[src/rtl/usfft_bin_collect_pkg.sv]
// Shared definitions for the SFFT bin-collection stage.
//   state_t   : collector FSM states (IDLE / RUN / DONE)
//   NUM_CH    : number of butterfly output bitstreams collected together
//   usfft_ow  : signed result width derived from the counter bit width
package usfft_bin_collect_pkg;

    typedef enum logic [1:0] {
        ST_IDLE = 2'd0,
        ST_RUN  = 2'd1,
        ST_DONE = 2'd2
    } state_t;

    localparam int unsigned NUM_CH = 4;

    // A count of 0..2^bw maps to a bipolar value of -2^bw..+2^bw, which needs bw+2 signed bits.
    function automatic int unsigned usfft_ow(input int unsigned bw);
        return bw + 2;
    endfunction

endpackage

[src/rtl/usfft_ones_cnt.sv]
// Ones counter for one unary bitstream.
//   iClk   : clock, rising edge
//   iRstN  : asynchronous active-low reset
//   iClr   : synchronous clear (wins over iEn)
//   iEn    : add iBit to the count on this edge
//   iBit   : bitstream input
//   oCnt   : BITWIDTH+1 bit count, holds 2^BITWIDTH without wrapping
module usfft_ones_cnt #(
    parameter int BITWIDTH = 8,
    localparam int CW = BITWIDTH + 1
) (
    input  logic          iClk,
    input  logic          iRstN,
    input  logic          iClr,
    input  logic          iEn,
    input  logic          iBit,
    output logic [CW-1:0] oCnt
);

    logic [CW-1:0] cnt_q;
    logic [CW-1:0] cnt_d;

    always_comb begin
        cnt_d = cnt_q;
        if (iClr) begin
            cnt_d = '0;
        end else if (iEn) begin
            cnt_d = cnt_q + CW'(iBit);
        end
    end

    always_ff @(posedge iClk or negedge iRstN) begin
        if (!iRstN) begin
            cnt_q <= '0;
        end else begin
            cnt_q <= cnt_d;
        end
    end

    assign oCnt = cnt_q;

endmodule

[src/rtl/usfft_bin_collect.sv]
// Bin collector behind the unary radix-2 butterfly. Counts ones on the four
// output bitstreams over a window of 2^BITWIDTH enabled cycles, converts each
// count to a signed bipolar value (2*cnt - N), applies a saturating left shift
// of SCALE, and presents all four results with a one-cycle valid pulse.
//   iClk, iRstN       : clock (rising edge), asynchronous active-low reset
//   iEn               : sample enable; window pauses while low
//   iStart            : begin a window (honoured in IDLE only)
//   iClr              : synchronous abort to IDLE, wins over iStart
//   iReal0..iImg1     : butterfly output bitstreams
//   oBusy             : high while the window is running
//   oValid            : one-cycle pulse, results change in the same cycle
//   oReal0..oImg1     : OW-bit signed results, held until the next oValid
module usfft_bin_collect
    import usfft_bin_collect_pkg::*;
#(
    parameter int BITWIDTH = 8,
    parameter int SCALE    = 0,
    localparam int OW      = usfft_ow(BITWIDTH)
) (
    input  logic                 iClk,
    input  logic                 iRstN,
    input  logic                 iEn,
    input  logic                 iStart,
    input  logic                 iClr,
    input  logic                 iReal0,
    input  logic                 iImg0,
    input  logic                 iReal1,
    input  logic                 iImg1,
    output logic                 oBusy,
    output logic                 oValid,
    output logic signed [OW-1:0] oReal0,
    output logic signed [OW-1:0] oImg0,
    output logic signed [OW-1:0] oReal1,
    output logic signed [OW-1:0] oImg1
);

    localparam int CW = BITWIDTH + 1;
    // Working width large enough that the shift can never overflow before saturation.
    localparam int WW = OW + SCALE;
    localparam logic [CW-1:0]        NSAMP   = {1'b1, {BITWIDTH{1'b0}}};
    localparam logic signed [WW-1:0] SAT_MAX = {{(SCALE + 1){1'b0}}, {(OW - 1){1'b1}}};
    localparam logic signed [WW-1:0] SAT_MIN = -SAT_MAX;

    logic [NUM_CH-1:0] bits;
    logic [CW-1:0]     cnt [NUM_CH];

    state_t                state_q, state_d;
    logic [CW-1:0]         smp_q, smp_d;
    logic                  busy_q, busy_d;
    logic                  valid_q, valid_d;
    logic signed [OW-1:0]  res_q [NUM_CH];
    logic signed [OW-1:0]  res_d [NUM_CH];
    logic                  cnt_clr;
    logic                  cnt_en;
    logic [CW-1:0]         smp_inc;

    assign bits    = {iImg1, iReal1, iImg0, iReal0};
    assign smp_inc = smp_q + 1'b1;

    function automatic logic signed [OW-1:0] to_bipolar(input logic [CW-1:0] c);
        logic signed [WW-1:0] b;
        b = $signed({{(WW - CW){1'b0}}, c});
        b = (b <<< 1) - $signed(WW'(NSAMP));
        b = b <<< SCALE;
        if (b > SAT_MAX) begin
            b = SAT_MAX;
        end else if (b < SAT_MIN) begin
            b = SAT_MIN;
        end
        return b[OW-1:0];
    endfunction

    for (genvar g = 0; g < NUM_CH; g++) begin : g_cnt
        usfft_ones_cnt #(
            .BITWIDTH (BITWIDTH)
        ) u_cnt (
            .iClk  (iClk),
            .iRstN (iRstN),
            .iClr  (cnt_clr),
            .iEn   (cnt_en),
            .iBit  (bits[g]),
            .oCnt  (cnt[g])
        );
    end

    always_comb begin
        state_d = state_q;
        smp_d   = smp_q;
        busy_d  = busy_q;
        valid_d = 1'b0;
        cnt_clr = 1'b0;
        cnt_en  = 1'b0;
        for (int unsigned i = 0; i < NUM_CH; i++) begin
            res_d[i] = res_q[i];
        end

        if (iClr) begin
            state_d = ST_IDLE;
            smp_d   = '0;
            busy_d  = 1'b0;
            cnt_clr = 1'b1;
        end else begin
            unique case (state_q)
                ST_IDLE: begin
                    if (iStart) begin
                        state_d = ST_RUN;
                        smp_d   = '0;
                        busy_d  = 1'b1;
                        cnt_clr = 1'b1;
                    end
                end
                ST_RUN: begin
                    if (iEn) begin
                        smp_d  = smp_inc;
                        cnt_en = 1'b1;
                        // Results and valid are registered on the final sample edge so they
                        // appear together in DONE; the last bit is folded in here because the
                        // counters only absorb it on this same edge.
                        if (smp_inc == NSAMP) begin
                            state_d = ST_DONE;
                            busy_d  = 1'b0;
                            valid_d = 1'b1;
                            for (int unsigned i = 0; i < NUM_CH; i++) begin
                                res_d[i] = to_bipolar(cnt[i] + CW'(bits[i]));
                            end
                        end
                    end
                end
                ST_DONE: begin
                    state_d = ST_IDLE;
                end
                default: begin
                    state_d = ST_IDLE;
                end
            endcase
        end
    end

    always_ff @(posedge iClk or negedge iRstN) begin
        if (!iRstN) begin
            state_q <= ST_IDLE;
            smp_q   <= '0;
            busy_q  <= 1'b0;
            valid_q <= 1'b0;
            for (int unsigned i = 0; i < NUM_CH; i++) begin
                res_q[i] <= '0;
            end
        end else begin
            state_q <= state_d;
            smp_q   <= smp_d;
            busy_q  <= busy_d;
            valid_q <= valid_d;
            for (int unsigned i = 0; i < NUM_CH; i++) begin
                res_q[i] <= res_d[i];
            end
        end
    end

    assign oBusy  = busy_q;
    assign oValid = valid_q;
    assign oReal0 = res_q[0];
    assign oImg0  = res_q[1];
    assign oReal1 = res_q[2];
    assign oImg1  = res_q[3];

endmodule

[config.mk]
export PLATFORM = sky130hd
export DESIGN_NAME = usfft_bin_collect
export DESIGN_NICKNAME = d
export VERILOG_FILES = /design/src/rtl/usfft_bin_collect_pkg.sv /design/src/rtl/usfft_ones_cnt.sv /design/src/rtl/usfft_bin_collect.sv
export SDC_FILE = /design/constraint.sdc
export NUM_CORES = 1
export LEC_CHECK = 0
export CORE_MARGIN = 2
export CORE_UTILIZATION = 35
export DETAILED_ROUTE_END_ITERATION = 10
export GPL_ROUTABILITY_DRIVEN = 0
export SLEW_MARGIN = 25
export SYNTH_ARGS = -nofsm -noshare
export SYNTH_HDL_FRONTEND = slang
export SYNTH_SLANG_ARGS = --single-unit
[constraint.sdc]
create_clock -name iClk -period 4.7 [get_ports iClk]
set_clock_uncertainty 0.05 [all_clocks]
set_input_delay 1.175 -clock iClk [delete_from_list [all_inputs] [get_ports iClk]]
set_output_delay 1.175 -clock iClk [all_outputs]
set_load 0.03 [all_outputs]
==> run metrics, run 1 <==
pre-CTS setup slack 0.402 ns; CTS tree built; CP startpoint kind primary input; antenna fix cells 0; nets 544; Initial Util 0.360; Static Leak 2.65 nW; port buffer count 50; crit path max fanout 9; initial antenna violation count 0; GRT Overall Usage 0.144; synth unique cells 50; Max VDD drop 0.207 mV; first-pass GRT wire length 17000 um; DRC 0; Die H 121 um; HP Class reg2reg; Num CTS Buffers 9; setup_tns 0 ns; Fillers roughly 1300; total gr overflow 0; number of synthesized register bits 89; multi-input logic area 2360 sq um; dpl hpwl 6350 um; Rows 42; Detailed Route Iter0 Violations 183; Layout area overhead 18.8%; ys async rst share 1.00; PostCTS Resize Cnt 0; fmax 254 MHz; Hold Path Stages 1; Main synth FF type dfrtp_1; vias in the first global route between 3000 and 4000; drt wl/cell 14.1 um; die area 14700 sq um; Register Area about 2200 sq um; Syn Area/Cell around 10 sq um; status finished clean; clk sink count a little under 90; core area 13300 sq um; Clock Path Buffers 2; Slew @ Worst Pin 0.686 ns; register area share after synthesis 0.463; Final Setup Violations 0; io pins 51; root buf cell clkbuf_16; Max-slew headroom 0.543; Hold WS between 0.4 and 0.5 ns; drt pass-1 iters 5; crit end category register; Post-synth EDFFs 0; Clk Latency, worst-skew pair 0.34 ns; cts hold-fix bufs 0; Pwr Density 272 nW/um^2; Final period util 0.838; min setup slack post-route 0.761 ns; H-tree Lvls 3; crit path DAT 4.17 ns; Post-Syn Instances 480; Detailed Route WL approximately 9800 um; share of cells above drive strength 1 0.110; critical path class in2reg; Reg clk slew, reported paths around 0.06 ns; RSZ-0062 raised after global routing false; max_cap viols 0; Final Util 0.428; max-slew violation count 0; Vias/cell 5.25; via count 3647; Setup Buffers After CTS 0; Required @ worst endpoint 4.94 ns; Post-Syn Nets between 500 and 600; Routed Antenna Nets 0; largest net degree at the start of global routing 76; Die Width between 100 and 150 um; Final Hold Fails 0; fin crit period 3.94 ns; Synth warnings 0; Synth Cell Area ~4800 sq um; depth of the worst register-to-register path 11
[report_power, final]
part           switching [W]  internal, W
combinational      0.0000444    0.0000215
sequential        0.00000321     0.000769
clock               0.000288     0.000425
total               0.000336      0.00122
[metal layers]
| layer | routed length (um) | track usage | up-vias |
|---|---|---|---|
| met1 | 4680 | 0.188 | 1779 |
| met3 | 374 | 0.0456 | 10 |
| met5 | 0 | 0 | - |
| met4 | 107 | 0.0409 | 0 |
| li1 | - | - | 1800 |
| met2 | 4620 | 0.231 | 58 |
[worst paths after layout]
| check | startpoint | to | slack (ns) |
|---|---|---|---|
| max | iImg1 | oImg1[8] | 0.76 |
| min | oReal0[7] | oReal0[7] | 0.43 |
| max reg2reg | g_cnt[3].u_cnt.oCnt[0] | oImg1[8] | 1.71 |
| min reg2reg | oReal0[7] | oReal0[7] | 0.43 |
| max in group asynchronous | iRstN | oReal1[7] | 3.09 |
| min in group asynchronous | iRstN | oReal0[6] | 0.80 |
[state kept, by name, indices dropped and copies added, names as in the netlist]
signal / cells
oImg0: 10
oReal1: 10
g_cnt.u_cnt.oCnt: 36
smp_q: 9
oReal0: 10
oBusy: 1
oValid: 1
oImg1: 10
state_q: 2
[critical path, stage by stage]
cell	delay, ns
clkdlybuf4s50_1	0.47
ha_1	0.21
ha_1	0.32
and4_1	0.26
nand4_1	0.12
xor2_1	0.19
ha_1	0.22
nand4b_1	0.17
o32ai_1	0.27
ha_1	0.38
nor3_1	0.22
mux2_2	0.17
[Yosys cell counts (all sizes together) (6+ instances only)]
library cell	n	area share
and3	6	0.0078
a21oi	26	0.029
xor2	7	0.013
nor3	11	0.012
nand3	19	0.020
nand2	29	0.023
or3	10	0.013
dfrtp	89	0.46
inv	19	0.015
nor2b	10	0.013
clkbuf	14	0.011
o21ai	50	0.052
ha	21	0.055
nand4	7	0.0091
xnor2	9	0.016
mux2	36	0.084
a22o	10	0.018
buf	18	0.022
nor2	33	0.026
o31ai	6	0.0094
[final cells by class]
class	instances	area share
repair buffers	55	0.0944
clock inverters	3	0.00701
multi-input cells	340	0.414
flip-flops and latches	89	0.390
well taps	176	0.0385
clock buffers	13	0.0438
inverters	19	0.0125
[metrics by stage]
step                      area, sq um  power, W  instances
after global routing             5710   0.00162        695
after CTS                        5710   0.00159        695
after floorplan                  4810  0.000817        480
after global placement           5420  0.000853        679
final                            5710   0.00155        695
after detailed placement         5420  0.000854        679
[cells in the final DEF, fill, tap and decap left out, types with 3 or more instances in the layout]
| cell type | instances |
|---|---|
| o21ai_0 | 50 |
| a21oi_1 | 24 |
| dfrtp_1 | 89 |
| clkbuf_1 | 3 |
| inv_1 | 19 |
| xor2_1 | 7 |
| nand2_1 | 29 |
| mux2i_1 | 5 |
| buf_4 | 5 |
| or3_1 | 10 |
| o41ai_1 | 5 |
| clkdlybuf4s50_1 | 49 |
| ha_1 | 21 |
| nor4_1 | 4 |
| nor2b_1 | 10 |
| o31ai_1 | 6 |
| xnor2_1 | 9 |
| mux2_1 | 6 |
| nand4b_1 | 4 |
| clkbuf_16 | 9 |
| nor2_1 | 33 |
| and2_1 | 3 |
| o22ai_1 | 3 |
| a31oi_1 | 5 |
| and3_1 | 6 |
| nand4_1 | 7 |
| a22o_1 | 10 |
| mux2_2 | 30 |
| nand3_1 | 19 |
| nor3_1 | 10 |
[kinds of logic (layout without fill, tap and decap cells)]
kind of cell | count (synthesis) | after routing | synth area share
AO/OA/AOI/OAI | 118 | 118 | 0.151
multiplexers | 41 | 41 | 0.0947
AND/OR/NAND/NOR | 144 | 144 | 0.159
XOR/XNOR | 16 | 16 | 0.0292
flip-flops | 89 | 89 | 0.463
adder cells (fa/ha/maj) | 21 | 21 | 0.0547
buffers and inverters | 51 | 90 | 0.0482
Note: power is estimated with default switching activity, not from simulation.
==> run 2, diff against run 1 <==
- clock period: 4.7 -> 3.75 ns (I/O delays scaled with it)
==> run 2 against run 1 <==
Compared with the run above: critical path type unchanged; largest cell class unchanged; sequential share of layout area decreased by 1.0 points; worst hold slack got worse by 0.00095 ns; global-route usage increased by 0.11 points; total power increased by 26%; non-clock buffer count increased by 14; core utilization increased by 1.1 points; largest power group unchanged; via count increased by 1.8%; combinational power increased by 34%; final area increased by 2.7%; count of clock-buffer cells in the layout decreased by 1.
==> run metrics, run 2 (same netlist as run 1, synthesis figures left out) <==
status finished clean (unchanged); max-slew violation count 0 (unchanged); R2R setup slack 0.91 ns (was 1.71 ns); Vias/cell 5.25 (about the same); fin crit period 3.57 ns; commonest cells after routing, fill and taps aside dfrtp_1 (89), o21ai_0 (50), clkdlybuf4s50_1 (49) (unchanged); fmax 280 MHz; antenna fix cells 0 (unchanged); die area 14700 sq um (unchanged); Required @ worst endpoint 3.99 ns (was 4.94 ns); Slew @ Worst Pin 0.545 ns (was 0.686 ns); setup_tns 0 ns (unchanged); Final Setup Violations 0 (unchanged); GRT Overall Usage 0.145 (was 0.144); drt pass-1 iters 4 (was 5); Rows 42 (unchanged); Clk Latency, worst-skew pair 0.35 ns (was 0.34 ns); Hold Path End oReal0[6] (was oReal0[7]); CTS tree built (unchanged); hold path startpoint oReal0[6] (was oReal0[7]); most common cell after layout, fill and taps aside dfrtp_1 (unchanged); port buffer count 50 (unchanged); crit end category register (unchanged); max reg flops 36 (unchanged); depth of the worst register-to-register path 11 (unchanged); Static Leak 2.73 nW (was 2.65 nW); share of cells above drive strength 1 0.139 (was 0.110); Num CTS Buffers 9 (unchanged); HP Class reg2reg (unchanged); Detailed Route WL 10000 um (was 9780 um); max_cap viols 0 (unchanged); crit path max fanout 9 (unchanged); Initial Util 0.360 (unchanged); Layout area overhead 22.0% (was 18.8%); total gr overflow 0 (unchanged); Final Hold Fails 0 (unchanged); clk sink count 89 (unchanged); Crit Reg-Reg Endpoint oReal1[8] (was oImg1[8]); first-pass GRT wire length 17100 um (was 17000 um); nets 558 (was 544); Die Width 121 um (unchanged); core area 13300 sq um (unchanged); total power draw 0.00196 W (was 0.00155 W); Final period util 0.952; Max-slew headroom 0.637 (was 0.543); CP startpoint kind primary input (unchanged); H-tree Lvls 3 (unchanged); crit path DAT 3.80 ns (was 4.17 ns); initial antenna violation count 0 (unchanged); drt wl/cell 14.1 um (about the same); Routed Antenna Nets 0 (unchanged); via count 3714 (was 3647); number of cells in the finished layout apart from fillers 708 (was 695); Max VDD drop 0.215 mV (was 0.207 mV); Pwr Density 334 nW/um^2 (was 272 nW/um^2); Die H 121 um (unchanged); Post-Place Cells 693 (was 679); Reg-to-Reg Start g_cnt[2].u_cnt.oCnt[0] (was g_cnt[3].u_cnt.oCnt[0]); Reg clk slew, reported paths 0.06 ns (about the same); Detailed Route Iter0 Violations 166 (was 183); Clock Path Buffers 2 (unchanged); root buf cell clkbuf_16 (unchanged); critical path class in2reg (unchanged); dpl hpwl 6850 um (was 6350 um); io pins 51 (unchanged); cts hold-fix bufs 0 (unchanged); Hold Path Stages 1 (unchanged); vias in the first global route 3732 (was 3598); Fillers 1295 (was 1291); largest net degree at the start of global routing 49 (was 76); DRC 0 (unchanged)
[run 2: per-layer routing]
layer | GRT usage | up-vias | wire (um)
met5 | 0 | - | 0
met4 | 0.0409 | 0 | 84
met3 | 0.0446 | 10 | 423
met2 | 0.248 | 67 | 4870
met1 | 0.177 | 1813 | 4630
li1 | - | 1824 | -
[run 2: where the power goes]
| part | internal, W | switching, W |
|---|---|---|
| Clock | 0.000546 | 0.000357 |
| Sequential | 0.000964 | 0.00000419 |
| Combinational | 0.0000317 | 0.0000566 |
| Total | 0.00154 | 0.000418 |
[run 2: critical path, stage by stage]
cell,delay [ns]
clkdlybuf4s50_1,0.47
ha_1,0.19
nand3_1,0.17
nor4_1,0.32
nor2_1,0.14
ha_1,0.25
nor4_1,0.29
nand3_1,0.12
o22ai_1,0.18
ha_2,0.36
nor3_1,0.20
mux2_2,0.16
[run 2: area by class of cell]
type | instances | area (sq um) | area share
sequential | 89 | 2230 | 0.380
clock buffer | 12 | 256 | 0.0437
tap | 176 | 220 | 0.0375
timing repair buffer | 69 | 678 | 0.116
multi-input combinational | 340 | 2370 | 0.404
inverter | 19 | 71.3 | 0.0122
clock inverter | 3 | 40.0 | 0.00683
[run 2: worst max-delay path by stage]
stage	start	endpoint	slack [ns]	depth (start not counted)
floorplan	iImg1	oImg1[1]	0.29	13
global placement	iImg1	oImg1[8]	0.01	12
detailed placement	iReal1	oReal1[8]	-0.20	13
CTS	iReal1	oReal1[8]	0.16	13
global route	iReal1	oReal1[8]	-0.02	13
finish	iReal1	oReal1[8]	0.18	12
[run 2: timing repair]
item                                    in CTS  in global routing
endpoints found under the setup margin       0                  9
resized for setup                            0                  2
setup buffers                                0                  0
[run 2: per-stage QoR]
stage / hold WS (ns) / utilization / area (sq um) / setup slack [ns]
after floorplan: 0.415 / - / 4810 / 0.287
after global placement: 0.417 / 0.417 / 5560 / 0.0150
after detailed placement: 0.427 / 0.417 / 5560 / -0.196
after CTS: 0.440 / 0.439 / 5860 / 0.158
after global routing: 0.453 / 0.439 / 5870 / -0.0200
final: 0.433 / 0.439 / 5870 / 0.182
==> variant 1 (settings of run 1) <==
Make the reset (`iRstN`) synchronous in 2 clocked blocks. Comments in the files are not updated.
--- a/src/rtl/usfft_ones_cnt.sv
+++ b/src/rtl/usfft_ones_cnt.sv
@@ -29,7 +29,7 @@
         end
     end
 
-    always_ff @(posedge iClk or negedge iRstN) begin
+    always_ff @(posedge iClk) begin
         if (!iRstN) begin
             cnt_q <= '0;
         end else begin
--- a/src/rtl/usfft_bin_collect.sv
+++ b/src/rtl/usfft_bin_collect.sv
@@ -136,7 +136,7 @@
         end
     end
 
-    always_ff @(posedge iClk or negedge iRstN) begin
+    always_ff @(posedge iClk) begin
         if (!iRstN) begin
             state_q <= ST_IDLE;
             smp_q   <= '0;
Formal check against the unedited RTL: differs if iRstN is asserted again (counterexample within 4 cycles, from zero or initial values and one cycle with iRstN low); with iRstN held inactive, the same outputs for 10 cycles.
==> variant 1 against run 1 <==
Worst setup slack got worse by 0.055 ns. Die area fell by 2.7%. Total power decreased by 2.0%. Wire length rose by 15%. Sequential cell count did not move. Area after synthesis decreased by 2.8%. Synthesized cell count up 16%. Design area shrank 1.8%. Largest cell class unchanged. Highest routed layer unchanged.
==> variant 1: results (changes against run 1) <==
{
  "first_pass_iters": {"value": 5, "change": "unchanged"},
  "postSynth.topFlopCell": "sky130_fd_sc_hd__dfxtp_1",
  "status": "complete, no violations",
  "wire_length_of_the_first_global_routing_pass": {"value": 19.23, "unit": "mm", "change": "+13%"},
  "numPortBuffers": {"value": 50, "change": "unchanged"},
  "vdd.ir_drop.worst": {"value": 0.0001913, "unit": "V", "change": "-7.6%"},
  "final.fill_count": {"value": 1315, "change": "+1.9%"},
  "cts.repair.resized": {"value": 0, "change": "unchanged"},
  "cts.repair_timing.setup_buffer_count": {"value": 0, "change": "unchanged"},
  "final_layout_size_suffix_gt1_share": {"value": 5.603, "unit": "%", "change": "-5.4 points"},
  "critical-path-max-stage-delay_ns": 0.46,
  "synth_cell_count_leaders": "sky130_fd_sc_hd__dfxtp_1, sky130_fd_sc_hd__nand2_1, sky130_fd_sc_hd__nor2_1, sky130_fd_sc_hd__xnor2_1, sky130_fd_sc_hd__nand3_1",
  "max_reg_flops": {"value": 40, "change": "+11%"},
  "synth.top_cells.by_area": "sky130_fd_sc_hd__dfxtp_1, sky130_fd_sc_hd__xnor2_1, sky130_fd_sc_hd__ha_1",
  "worst_path_max_delay_cell": "sky130_fd_sc_hd__clkdlybuf4s50_1",
  "clock_latency_reported_for_the_late_side_of_the_worst_skew_pair": {"value": 0.34, "unit": "ns", "change": "about the same"},
  "num-nets-final": {"value": 614, "change": "+13%"},
  "avgRoutedWirePerCell": {"value": 14.67, "unit": "µm", "change": "+4.2%"},
  "synth.distinct_cells": {"value": 52, "change": "+4.0%"},
  "detailed_place_hpwl": {"value": 7.750, "unit": "mm", "change": "+22%"},
  "vias": {"value": 4099, "change": "+12%"},
  "worst_hold_path_type": "flip-flop to flip-flop",
  "htree_levels": {"value": 3, "change": "unchanged"},
  "cp_max_fo": {"value": 7, "change": "-2"},
  "initialDrtViolationCount": {"value": 227, "change": "+24%"},
  "grt_pass1_vias": {"value": 4010, "change": "+11%"},
  "gr-usage-all-layers": {"value": 16.40, "unit": "%", "change": "+2.0 points"},
  "leakage_power_of_the_design": {"value": 1.868, "unit": "nW", "change": "-29%"},
  "slew_headroom": {"value": 34.86, "unit": "%", "change": "-19 points"},
  "ys_seq_area_share": {"value": 38.12, "unit": "%", "change": "-8.2 points"},
  "cts_root_buffer": "sky130_fd_sc_hd__clkbuf_16",
  "arrival": {"value": 4.20, "unit": "ns", "change": "+0.03 ns"},
  "grt_start_max_net_pins": {"value": 46, "change": "-39%"},
  "cpLargestDelayFamily": "adder cells",
  "antenna_found_initial": {"value": 0, "change": "unchanged"},
  "synth_fp_nets": {"value": 585, "change": "+15%"},
  "intPower": {"value": 1.196, "unit": "mW", "change": "-1.7%"},
  "synth_async_reset_ratio": {"value": 0, "unit": "%", "change": "-100 points"},
  "numCtsBuffers": {"value": 9, "change": "unchanged"}
}
[variant 1: path summary, 6_finish.rpt]
kind | from | to | slack, ns | cells past startpoint
setup / recovery | iImg0 | res_q[1][1]$_SDFFE_PN0P_ | 0.71 | 14
hold / removal | res_q[3][6]$_SDFFE_PN0P_ | res_q[3][6]$_SDFFE_PN0P_ | 0.41 | 2
setup reg to reg | g_cnt[1].u_cnt.oCnt[0]$_SDFFE_PP0P_ | res_q[1][1]$_SDFFE_PN0P_ | 1.67 | 13
hold reg to reg | res_q[3][6]$_SDFFE_PN0P_ | res_q[3][6]$_SDFFE_PN0P_ | 0.41 | 2
[variant 1: power by group through the flow]
| stage | sequential, mW | combinational, mW | clock (mW) |
|---|---|---|---|
| 3_5_place_dp | 0.773 | 0.0446 | 0 |
| 5_1_grt | 0.756 | 0.0492 | 0.774 |
| 4_1_cts | 0.756 | 0.0448 | 0.740 |
| 3_3_place_gp | 0.773 | 0.0439 | 0 |
| 6_report | 0.756 | 0.0444 | 0.720 |
| 2_1_floorplan | 0.774 | 0.0260 | 0 |
[variant 1: cells by family after synthesis]
kind of cell | synth area share [%]
AND/OR/NAND/NOR | 22.30
AO/OA/AOI/OAI | 19.33
flip-flops | 38.12
buffers and inverters | 4.765
XOR/XNOR | 9.181
adder cells (fa/ha/maj) | 5.621
multiplexers | 0.6959
[variant 1: metal layers]
metal  vias up  wire length (µm)  GRT usage (%)  part of all wire (%)
met3        13               432          2.614                   3.9
met2        66              5297          27.43                    47
li1       2075                 -              -                     -
met4         0               199          6.103                   1.8
met5         -                 0              0                     0
met1      1945              5290          21.32                    47
[variant 1: layout make-up]
cell class | instances | area, µm² | share of cell area (%)
multi-input cells | 412 | 2696 | 48.07
flip-flops and latches | 89 | 1782 | 31.76
repair buffers | 58 | 560.5 | 9.993
clock buffers | 11 | 242.7 | 4.327
well taps | 176 | 220.2 | 3.926
clock inverters | 5 | 55.05 | 0.9815
inverters | 14 | 52.55 | 0.9369
[variant 1: tightest hold or removal path: stages, from the launching register on]
cell,delay (ns)
sky130_fd_sc_hd__dfxtp_1,0.31
sky130_fd_sc_hd__nand2_1,0.05
sky130_fd_sc_hd__o21ai_1,0.05
[variant 1: metrics by stage]
step	area [µm²]	utilization (%)	setup WS, ns	power (mW)	cells
2_1_floorplan	4674	-	1.122	0.7997	555
3_3_place_gp	5311	40.43	0.4920	0.8171	749
3_5_place_dp	5311	40.43	0.3572	0.8178	749
4_1_cts	5609	42.70	0.7054	1.540	765
5_1_grt	5609	42.70	0.3699	1.579	765
6_report	5609	42.70	0.7057	1.521	765
==> variant 2 (settings of run 1) <==
Made on the original files. Remove the register `valid_q`: a continuous assignment takes its place, so the output `oValid` follows one clock earlier.
--- a/src/rtl/usfft_bin_collect.sv
+++ b/src/rtl/usfft_bin_collect.sv
@@ -141,7 +141,6 @@
             state_q <= ST_IDLE;
             smp_q   <= '0;
             busy_q  <= 1'b0;
-            valid_q <= 1'b0;
             for (int unsigned i = 0; i < NUM_CH; i++) begin
                 res_q[i] <= '0;
             end
@@ -149,12 +148,13 @@
             state_q <= state_d;
             smp_q   <= smp_d;
             busy_q  <= busy_d;
-            valid_q <= valid_d;
             for (int unsigned i = 0; i < NUM_CH; i++) begin
                 res_q[i] <= res_d[i];
             end
         end
     end
+
+    assign valid_q = valid_d;
 
     assign oBusy  = busy_q;
     assign oValid = valid_q;
Function: no difference found for any inputs over 4 cycles, from zero or initial values and one cycle with iRstN low; that may be too few to reach the edited logic, so the function may still have changed.
==> variant 2 against run 1 <==
Highest routed layer unchanged. Core utilization fell by 0.33 points. Worst setup slack improved by 0.013 ns. Clock power fell by 10%. Critical endpoint is now oReal1[8]$_DFFE_PN0P_. Largest cell class unchanged. Design area fell by 1.2%. Sequential cell count fell by 1. Area after synthesis fell by 0.52%. Wire length rose by 0.33%. Total power fell by 5.4%.
==> variant 2: results (changes against run 1) <==
{
  "num-nets-final": {"value": 543, "change": "-0.18%"},
  "avgRoutedWirePerCell": {"value": 14.16, "unit": "µm", "change": "+0.62%"},
  "gr-usage-all-layers": {"value": 14.66, "unit": "%", "change": "+0.25 points"},
  "worst_r2r_startpoint": "g_cnt[2].u_cnt.oCnt[0]$_DFFE_PN0P_",
  "synth_cell_count_leaders": "sky130_fd_sc_hd__dfrtp_1, sky130_fd_sc_hd__o21ai_0, sky130_fd_sc_hd__nor2_1, sky130_fd_sc_hd__mux2_2, sky130_fd_sc_hd__nand2_1",
  "placed_area": {"value": 5391, "unit": "µm²", "change": "-0.51%"},
  "ff2ff_path_depth": {"value": 12, "change": "+1"},
  "critical_path.endpoint": "oReal1[8]$_DFFE_PN0P_",
  "grt_start_max_net_pins": {"value": 65, "change": "-14%"},
  "vias": {"value": 3649, "change": "+0.055%"},
  "fmax": {"value": 254.7, "unit": "MHz", "change": "+0.32%"},
  "non_clk_buf_share": {"value": 9.439, "unit": "%", "change": "about the same"},
  "synth_fp_nets": {"value": 509, "change": "-0.20%"},
  "final_layout_size_suffix_gt1_share": {"value": 11.22, "unit": "%", "change": "+0.24 points"},
  "status": "complete, no violations",
  "grt_pass1_vias": {"value": 3831, "change": "+6.5%"},
  "ys_seq_area_share": {"value": 46.05, "unit": "%", "change": "-0.28 points"},
  "initialDrtViolationCount": {"value": 202, "change": "+10%"},
  "wire_length_of_the_first_global_routing_pass": {"value": 17.46, "unit": "mm", "change": "+2.7%"},
  "arrival": {"value": 4.16, "unit": "ns", "change": "about the same"},
  "sequential_standard_cell_area": {"value": 2202, "unit": "µm²", "change": "-1.1%"},
  "worst_setup_path_startpoint": "iReal1",
  "seq_cell_count": {"value": 88, "change": "-1.1%"},
  "leakage_power_of_the_design": {"value": 2.617, "unit": "nW", "change": "-1.2%"},
  "first_pass_iters": {"value": 4, "change": "-1"},
  "final.fill_count": {"value": 1295, "change": "+0.31%"}
}
variant 2: cell count changes after synthesis:
cell                      before  now
sky130_fd_sc_hd__dfrtp_1      89   88
variant 2: cell families after synthesis:
group	share of synthesized area, %
AOI/OAI and AO/OA	15.20
xor gates and xnor gates	2.931
adders and majority gates	5.494
buffers and inverters	4.840
DFF	46.05
muxes	9.524
and+or+nand+nor	15.96
variant 2: report_power, final:
part | switching, mW | internal, mW | total [mW] | leakage [nW]
Combinational | 0.0443 | 0.0213 | 0.0655 | 1.29
Sequential | 0.00335 | 0.761 | 0.764 | 1.20
Clock | 0.286 | 0.353 | 0.639 | 0.125
variant 2: routing by layer:
metal / global-route usage (%) / share of wire [%] / vias to the layer above
li1: - / - / 1791
met1: 18.83 / 48 / 1769
met2: 24.37 / 46 / 77
met3: 2.679 / 3.9 / 12
met4: 5.887 / 1.6 / 0
met5: 0 / 0 / -
